## src/rtl/count_monitor_pkg.sv

```systemverilog
// Shared types and default widths for the count_monitor slice.
// Imported by sat_counter and count_monitor.
package count_monitor_pkg;

    typedef enum logic [1:0] {
        HUNT,
        TRACK,
        FAULT
    } mon_state_t;

    localparam int DEF_W      = 4;
    localparam int DEF_LOCK_N = 2;
    localparam int DEF_CNT_W  = 8;

endpackage

```

## src/rtl/sat_counter.sv

```systemverilog
// Saturating up-counter: sticks at all-ones, cleared by R (async) or clr.
// Ports: clk, R (async active-low), clr (sync clear), inc, q.
module sat_counter
    import count_monitor_pkg::*;
#(
    parameter int CNT_W = DEF_CNT_W
) (
    input  logic             clk,
    input  logic             R,
    input  logic             clr,
    input  logic             inc,
    output logic [CNT_W-1:0] q
);

    always_ff @(posedge clk or negedge R) begin
        if (!R) begin
            q <= '0;
        end else if (clr) begin
            q <= '0;
        end else if (inc && (q != '1)) begin
            q <= q + CNT_W'(1);
        end
    end

endmodule

```

## src/rtl/count_monitor.sv

```systemverilog
// Receive-side checker for a free-running W-bit up-counter bus.
// Ports: clk, R (async active-low), clr, in_valid, in_count[W] in;
//        locked, err_pulse, err_cnt[CNT_W], wrap_cnt[CNT_W], expected[W] out.
module count_monitor
    import count_monitor_pkg::*;
#(
    parameter int W      = DEF_W,
    parameter int LOCK_N = DEF_LOCK_N,
    parameter int CNT_W  = DEF_CNT_W
) (
    input  logic             clk,
    input  logic             R,
    input  logic             clr,
    input  logic             in_valid,
    input  logic [W-1:0]     in_count,
    output logic             locked,
    output logic             err_pulse,
    output logic [CNT_W-1:0] err_cnt,
    output logic [CNT_W-1:0] wrap_cnt,
    output logic [W-1:0]     expected
);

    localparam int RUN_W = $clog2(LOCK_N + 1);
    localparam logic [RUN_W-1:0] RUN_TGT = RUN_W'(LOCK_N);

    mon_state_t       state_q, state_d;
    logic             have_prev_q, have_prev_d;
    logic [RUN_W-1:0] run_q, run_d;
    logic [W-1:0]     exp_q, exp_d;
    logic             pulse_q, pulse_d;
    logic             err_inc, wrap_inc;
    logic             match;
    logic [RUN_W-1:0] run_nxt;

    assign match   = (in_count == exp_q);
    assign run_nxt = run_q + RUN_W'(1);

    always_comb begin
        state_d     = state_q;
        have_prev_d = have_prev_q;
        run_d       = run_q;
        exp_d       = exp_q;
        pulse_d     = 1'b0;
        err_inc     = 1'b0;
        wrap_inc    = 1'b0;
        if (clr) begin
            state_d     = HUNT;
            have_prev_d = 1'b0;
            run_d       = '0;
        end else if (in_valid) begin
            // Every accepted sample re-seeds the prediction.
            exp_d = in_count + W'(1);
            case (state_q)
                HUNT: begin
                    if (!have_prev_q) begin
                        have_prev_d = 1'b1;
                        run_d       = '0;
                    end else if (match) begin
                        if (run_nxt == RUN_TGT) begin
                            state_d = TRACK;
                            run_d   = '0;
                        end else begin
                            run_d = run_nxt;
                        end
                    end else begin
                        run_d = '0;
                    end
                end
                TRACK: begin
                    if (match) begin
                        // A matching 0 means the previous sample was all-ones.
                        wrap_inc = (in_count == '0);
                    end else begin
                        state_d = FAULT;
                        pulse_d = 1'b1;
                        err_inc = 1'b1;
                    end
                end
                FAULT: begin
                    if (match) begin
                        state_d = TRACK;
                    end else begin
                        state_d = HUNT;
                        run_d   = '0;
                        pulse_d = 1'b1;
                        err_inc = 1'b1;
                    end
                end
                default: begin
                    state_d = HUNT;
                    run_d   = '0;
                end
            endcase
        end
    end

    always_ff @(posedge clk or negedge R) begin
        if (!R) begin
            state_q     <= HUNT;
            have_prev_q <= 1'b0;
            run_q       <= '0;
            exp_q       <= '0;
            pulse_q     <= 1'b0;
        end else begin
            state_q     <= state_d;
            have_prev_q <= have_prev_d;
            run_q       <= run_d;
            exp_q       <= exp_d;
            pulse_q     <= pulse_d;
        end
    end

    sat_counter #(.CNT_W(CNT_W)) u_err (
        .clk (clk),
        .R   (R),
        .clr (clr),
        .inc (err_inc),
        .q   (err_cnt)
    );

    sat_counter #(.CNT_W(CNT_W)) u_wrap (
        .clk (clk),
        .R   (R),
        .clr (clr),
        .inc (wrap_inc),
        .q   (wrap_cnt)
    );

    assign locked    = (state_q == TRACK);
    assign err_pulse = pulse_q;
    assign expected  = exp_q;

endmodule

```

## config.mk

```make
export PLATFORM = sky130hd
export DESIGN_NAME = count_monitor
export DESIGN_NICKNAME = d
export VERILOG_FILES = /design/src/rtl/count_monitor_pkg.sv /design/src/rtl/sat_counter.sv /design/src/rtl/count_monitor.sv
export SDC_FILE = /design/constraint.sdc
export NUM_CORES = 1
export LEC_CHECK = 0
export ABC_AREA = 1
export ABC_CLOCK_PERIOD_IN_PS = 1700
export CORE_MARGIN = 2
export CORE_UTILIZATION = 40
export CTS_CLUSTER_DIAMETER = 50
export CTS_CLUSTER_SIZE = 10
export DETAILED_ROUTE_END_ITERATION = 16
export DONT_BUFFER_PORTS = 1
export GPL_TIMING_DRIVEN = 0
export PLACE_DENSITY = 0.54
export RECOVER_POWER = 25
export SLEW_MARGIN = 20
export SYNTH_ARGS = -nofsm -noshare
export SYNTH_HDL_FRONTEND = slang
export SYNTH_HIERARCHICAL = 1
export SYNTH_SLANG_ARGS = --single-unit
```

## constraint.sdc

```tcl
create_clock -name clk -period 1.7 [get_ports clk]
set_clock_uncertainty 0.15 [all_clocks]
set_input_delay 0.34 -clock clk [delete_from_list [all_inputs] [get_ports clk]]
set_output_delay 0.34 -clock clk [all_outputs]
set_load 0.02 [all_outputs]
```

# Yosys cells after proc, flatten, opt, wreduce, memory -nomap -nowiden
# Index checks and enable logic that the tools add are counted.
[word_totals]
wordCells = 67
rom_bits = 0
inputBits = 8
ff_bits = 26
ram_bits = 0
latch_bits = 0
n_memories = 0
output_inout_bits = 22
[classes]
bitwise = 1
div_mod_pow = 0
n_shift = 0
addsub = 4
n_reduce_logical = 13
mul = 0
n_lt_le_gt_ge = 0
n_mux = 30
n_eq_ne = 12
[ops]
columns = ["operator", "count"]
rows = [
  ["$mux 8", 4],
  ["$mux 2", 12],
  ["$add 8x1->8 const B", 2],
  ["$ne 8x8->1 const B", 2],
  ["$ne 3x3->1 const B", 5],
  ["$mux 1", 12],
  ["$pmux 2 s3", 2],
  ["$reduce_bool 2->1", 4],
  ["$reduce_and 5->1", 1],
  ["$add 4x1->4 const B", 1],
  ["$eq 2x2->1 const B", 2],
  ["$eq 4x4->1", 1],
  ["$logic_not 4->1", 1],
  ["$reduce_and 2->1", 2],
  ["$reduce_and 3->1", 1],
  ["$add 2x1->2 const B", 1],
  ["$eq 2x1->1 const B", 1],
  ["$logic_and 1x1->1", 2],
  ["$logic_not 2->1", 1],
  ["$ne 2x2->1 const B", 1],
  ["$reduce_or 2->1", 1],
  ["$not 1->1", 1],
]

# Logic depth before layout (Yosys ltp)
[depth]
word_depth = 8
ltp_mapped = 12
mapped_depth_nobuf = 12

# Cells and area by module
# Netlist, hierarchy kept.
[modules_own_cells]
columns = ["mod", "cells_each", "seq_area_each_um2", "area_per_inst_um2", "n_inst"]
rows = [
  ["sat_counter", 74, 200.2, 511.7, 2],
  ["count_monitor", 93, 250.2, 690.7, 1],
]

# Worst setup path before layout
# Ideal clock, no wire load.
[synth_timing]
path_type = "reg-to-reg"
from = "register state_q[1]"
to = "register u_wrap.q[7]"
arrival_time_ns = 1.631
path_stages_with_launch = 12
setup_slack_ns = -0.194
t_required_ns = 1.437
setup_ns = 0.113
n_path_buf = 0
synth_period_minus_slack_ns = 1.894
path_cell_list = "dfrtp_1 -> inv_1 -> ha_1 -> nand2_1 -> inv_1 -> nand3_1 -> nor2_1 -> inv_1 -> a21oi_1 -> nand3_1 -> nand2_1 -> inv_1"
[synth_between]
elab_chain_cells = 6
[synth_lines]
columns = ["element", "line", "source"]
rows = [
  ["start, declared", "count_monitor.sv:26", "mon_state_t state_q, state_d;"],
  ["start signal, assigned", "count_monitor.sv:105", "state_q <= state_d;"],
  ["$eq 2x1->1", "n/a", ""],
  ["via locked", "count_monitor.sv:16", "output logic locked,"],
  ["$mux 1", "count_monitor.sv:53", "case (state_q)"],
  ["$mux 1", "count_monitor.sv:50", "end else if (in_valid) begin"],
  ["$mux 1", "count_monitor.sv:46", "if (clr) begin"],
  ["via wrap_inc", "count_monitor.sv:31", "logic err_inc, wrap_inc;"],
  ["$logic_and 1x1->1", "sat_counter.sv:20", "end else if (inc && (q != '1)) begin"],
  ["$reduce_bool 2->1 (no source line)", "n/a", ""],
  ["end signal, assigned", "sat_counter.sv:21", "q <= q + CNT_W'(1);"],
  ["end, declared", "sat_counter.sv:12", "output logic [CNT_W-1:0] q"],
]
# The timed path passes the listed nets, and every way through them passes these cells.
# A chain may end at the register's enable or synchronous reset.

# Worst setup path after layout
[layout_timing]
from = "register exp_q[2] (netlist: expected[2])"
to = "register u_wrap.q[7]"
[layout_between]
elab_chain_cells = 7
[layout_lines]
columns = ["element", "line", "source"]
rows = [
  ["start, declared", "count_monitor.sv:29", "logic [W-1:0] exp_q, exp_d;"],
  ["start signal, assigned", "count_monitor.sv:108", "exp_q <= exp_d;"],
  ["$eq 4x4->1", "count_monitor.sv:35", "assign match = (in_count == exp_q);"],
  ["$mux 1", "count_monitor.sv:70", "if (match) begin"],
  ["$mux 1", "count_monitor.sv:53", ""],
  ["$mux 1", "count_monitor.sv:50", ""],
  ["$mux 1", "count_monitor.sv:46", ""],
  ["via wrap_inc", "count_monitor.sv:31", ""],
  ["$logic_and 1x1->1", "sat_counter.sv:20", ""],
  ["$reduce_bool 2->1 (no source line)", "n/a", ""],
]
# The timed path passes the listed nets, and every way through them passes these cells.

==> results.ini <==
[layout]
fill_cells=396
synthToLayoutAreaGrowth_pct=21.2
final_layout_size_suffix_gt1_frac=0.331
n_antenna_cell=0
fin_nets=274
stdcell_count=307
fin_area_sq_mm=0.00208

[clock_tree]
cts.sinks=26
cts_inserted_buffers=3
tritoncts=built
clkLatencyLatePin_ns=0.28
h-tree-depth=1
clock-root-buffer=clkbuf_8
clk_pin_slew_ns=0.09
cts_buffer_depth=2

[setup_path]
endpoint=u_wrap/q[7]$_DFFE_PN0P_
critPathLaunch=expected[2]$_DFFE_PN0P_
cp-start-kind=register
crit_type=register to register
cp_max_fo=4
rr_worst_depth=10
endpoint_kind=register
rr_endpoint=u_wrap/q[7]$_DFFE_PN0P_
r2r_start=expected[2]$_DFFE_PN0P_
critPathArrivalTime_ns=1.74
crit_required_ns=1.73
regToRegSetupSlack_ns=-0.006

[synth]
yosysSeqAreaShare=0.380
syn_inst=241
syn_nets=257
yosysUniqueCellTypes=25
ys_warn_count=6
postSynthAreaPerCell_sq_um=7.11
ys_ff_latch=26
netlist_area_sq_mm=0.00171

[die]
start_util=0.422
die-area_sq_mm=0.00482
row_count=23
core_area_sq_mm=0.00406
dieHeight_um=69.5
ios=30
die_x_um=69.5

[timing]
setup_ws_ns=-0.00624
setup_viol=1
min_period_over_period=1.00
finalMaxSlewViolations=0
max_slew_margin=0.539
min_period_ns=1.71
worstMarginPinSlew_ns=0.691
clock.fmax_ghz=0.586
rsz0062_at_grt=yes
hold_violations=0

[routing]
dr_total_vias=1537
drt-initial-drc-count=52
drt_wl_total_um=3740
wl_per_cell_um=12.2
dr.pass1.iters=4
drc=0
drtAntennaViolNets=0
vias_per_cell=5.01

[run]
cap_violations=0

[grt]
grt_overflow=0
grt_max_degree=27
antenna_found_initial=0
grt_pass1_vias=1542
grt_first_pass_wirelength_um=6910
grt_use_total=0.172

[placed_design]
dp_hpwl_um=2610
dp_cells=291
portBuffers=0
placed_area_sq_mm=0.00180
gp_congestion=0.806

[status]
outcome=finished, violations left
violations=negative setup slack

[worst_hold_path]
hp-class=input port to register

[power]
power_leakage_nw=0.990
cellPowerDensity_mw_per_mm2=854
ir_drop_mv=0.375

==> how the worst min path moves through the flow <==
stage                      startpoint                       to  slack (ns)  depth (start not counted)
final                     in_count[0]  expected[0]$_DFFE_PN0P_       0.009                          1
after global routing      in_count[0]  expected[0]$_DFFE_PN0P_       0.004                          1
after CTS                 in_count[0]  expected[0]$_DFFE_PN0P_       0.002                          1
after detailed placement            R  expected[0]$_DFFE_PN0P_       -0.10                          0
after global placement              R  expected[0]$_DFFE_PN0P_       -0.10                          0
after floorplan                     R      err_pulse$_DFF_PN0_       -0.11                          0
==> where the power goes <==
part	total (mW)	leakage, nW	internal [mW]	switching [mW]
Clock	0.415	0.0288	0.208	0.207
Combinational	0.543	0.626	0.221	0.322
Sequential	0.816	0.336	0.689	0.127
==> stage by stage <==
| step | setup TNS, ns | setup WS (ns) | hold WS (ns) | power (mW) | utilization |
|---|---|---|---|---|---|
| 2_1_floorplan | 0 | 0.00124 | -0.106 | 1.15 | - |
| 6_report | -0.00624 | -0.00624 | 0.00907 | 1.77 | 0.512 |
| 3_3_place_gp | -2.29 | -0.256 | -0.105 | 1.23 | 0.444 |
| 4_1_cts | -0.0438 | -0.0229 | 0.00202 | 1.77 | 0.489 |
| 3_5_place_dp | -2.44 | -0.264 | -0.105 | 1.23 | 0.444 |
| 5_1_grt | -1.29 | -0.106 | 0.00352 | 1.90 | 0.512 |
==> state kept, by name (all words and copies together) (netlist names) <==
name / count
u_wrap/q: 8
state_q: 2
run_q: 2
expected: 4
err_pulse: 1
u_err/q: 8
have_prev_q: 1
==> layer usage <==
metal | global-route usage | part of all wire | up-vias
li1 | - | - | 796
met1 | 0.216 | 0.47 | 708
met2 | 0.293 | 0.47 | 28
met3 | 0.0363 | 0.044 | 5
met4 | 0.0610 | 0.016 | 0
met5 | 0 | 0 | -
==> what timing repair did <==
action / CTS / global route
hold buffers: 2 / 0
gates resized for setup: 18 / 28
hold endpoints to repair: 26 / 0
pin swaps: 6 / 15
buffers inserted: 6 / 4
endpoints found under the setup margin: 16 / 19
==> area by class of cell <==
type	instances	area [sq um]	share of cell area
flip-flops and latches	26	662	0.319
repair buffers	12	93.8	0.0452
inverters	40	160	0.0771
well taps	50	62.6	0.0301
clock buffers	4	55.1	0.0265
multi-input cells	175	1040	0.502
==> kinds of logic (layout without fill, tap and decap cells) <==
kind of cell,count (synthesis),in the layout,share of synthesized area
adders and majority gates,8,8,0.0584
DFF,26,26,0.380
and+or+nand+nor,141,141,0.377
AOI/OAI and AO/OA,24,24,0.0810
xor gates and xnor gates,2,2,0.0102
buffers and inverters,40,56,0.0934
==> cell usage after synthesis <==
library cell,number,area share
clkinv_4,2,0.010
ha_1,8,0.058
o21ai_0,5,0.015
a21oi_2,2,0.010
dfrtp_1,26,0.38
nor2_4,2,0.013
o22ai_1,1,0.0037
nor3b_1,1,0.0044
nand2_2,7,0.026
nand2_1,78,0.17
xor2_1,1,0.0051
nand3_2,1,0.0058
inv_1,34,0.074
a21oi_1,10,0.029
nor3_1,4,0.012
nand3_1,22,0.064
nor2_1,15,0.033
nand3b_2,1,0.0066
o21ai_1,2,0.0058
nand2_4,2,0.013
nor2_2,5,0.018
xnor2_1,1,0.0051
o21bai_1,4,0.018
nand4_1,3,0.011
inv_2,4,0.0088
==> critical path, cell delays in order (launching register included) <==
cell	delay, ns
dfrtp_2	0.49
nand2_2	0.09
nand2_2	0.06
nor2_4	0.16
nand3_4	0.10
nor2_4	0.13
inv_2	0.06
a21oi_4	0.18
nand3_1	0.09
nand2_1	0.07
inv_1	0.03
==> cell usage in the layout (no fill, tap or decap) <==
| cell | count |
|---|---|
| a21oi_1 | 8 |
| a21oi_2 | 2 |
| a21oi_4 | 2 |
| buf_4 | 9 |
| buf_6 | 1 |
| clkbuf_2 | 1 |
| clkbuf_8 | 4 |
| clkinv_4 | 2 |
| dfrtp_1 | 17 |
| dfrtp_2 | 9 |
| dlygate4sd3_1 | 1 |
| ha_1 | 7 |
| ha_4 | 1 |
| inv_1 | 27 |
| inv_2 | 11 |
| nand2_1 | 62 |
| nand2_2 | 22 |
| nand2_4 | 3 |
| nand3_1 | 17 |
| nand3_2 | 5 |
| nand3_4 | 1 |
| nand3b_2 | 1 |
| nand4_1 | 3 |
| nor2_1 | 13 |
| nor2_2 | 4 |
| nor2_4 | 5 |
| nor3_1 | 4 |
| nor3b_1 | 1 |
| o21ai_0 | 5 |
| o21ai_2 | 2 |
| o21bai_1 | 4 |
| o22ai_1 | 1 |
| xnor2_1 | 1 |
| xor2_1 | 1 |
Note: power is estimated with default switching activity, not from simulation.
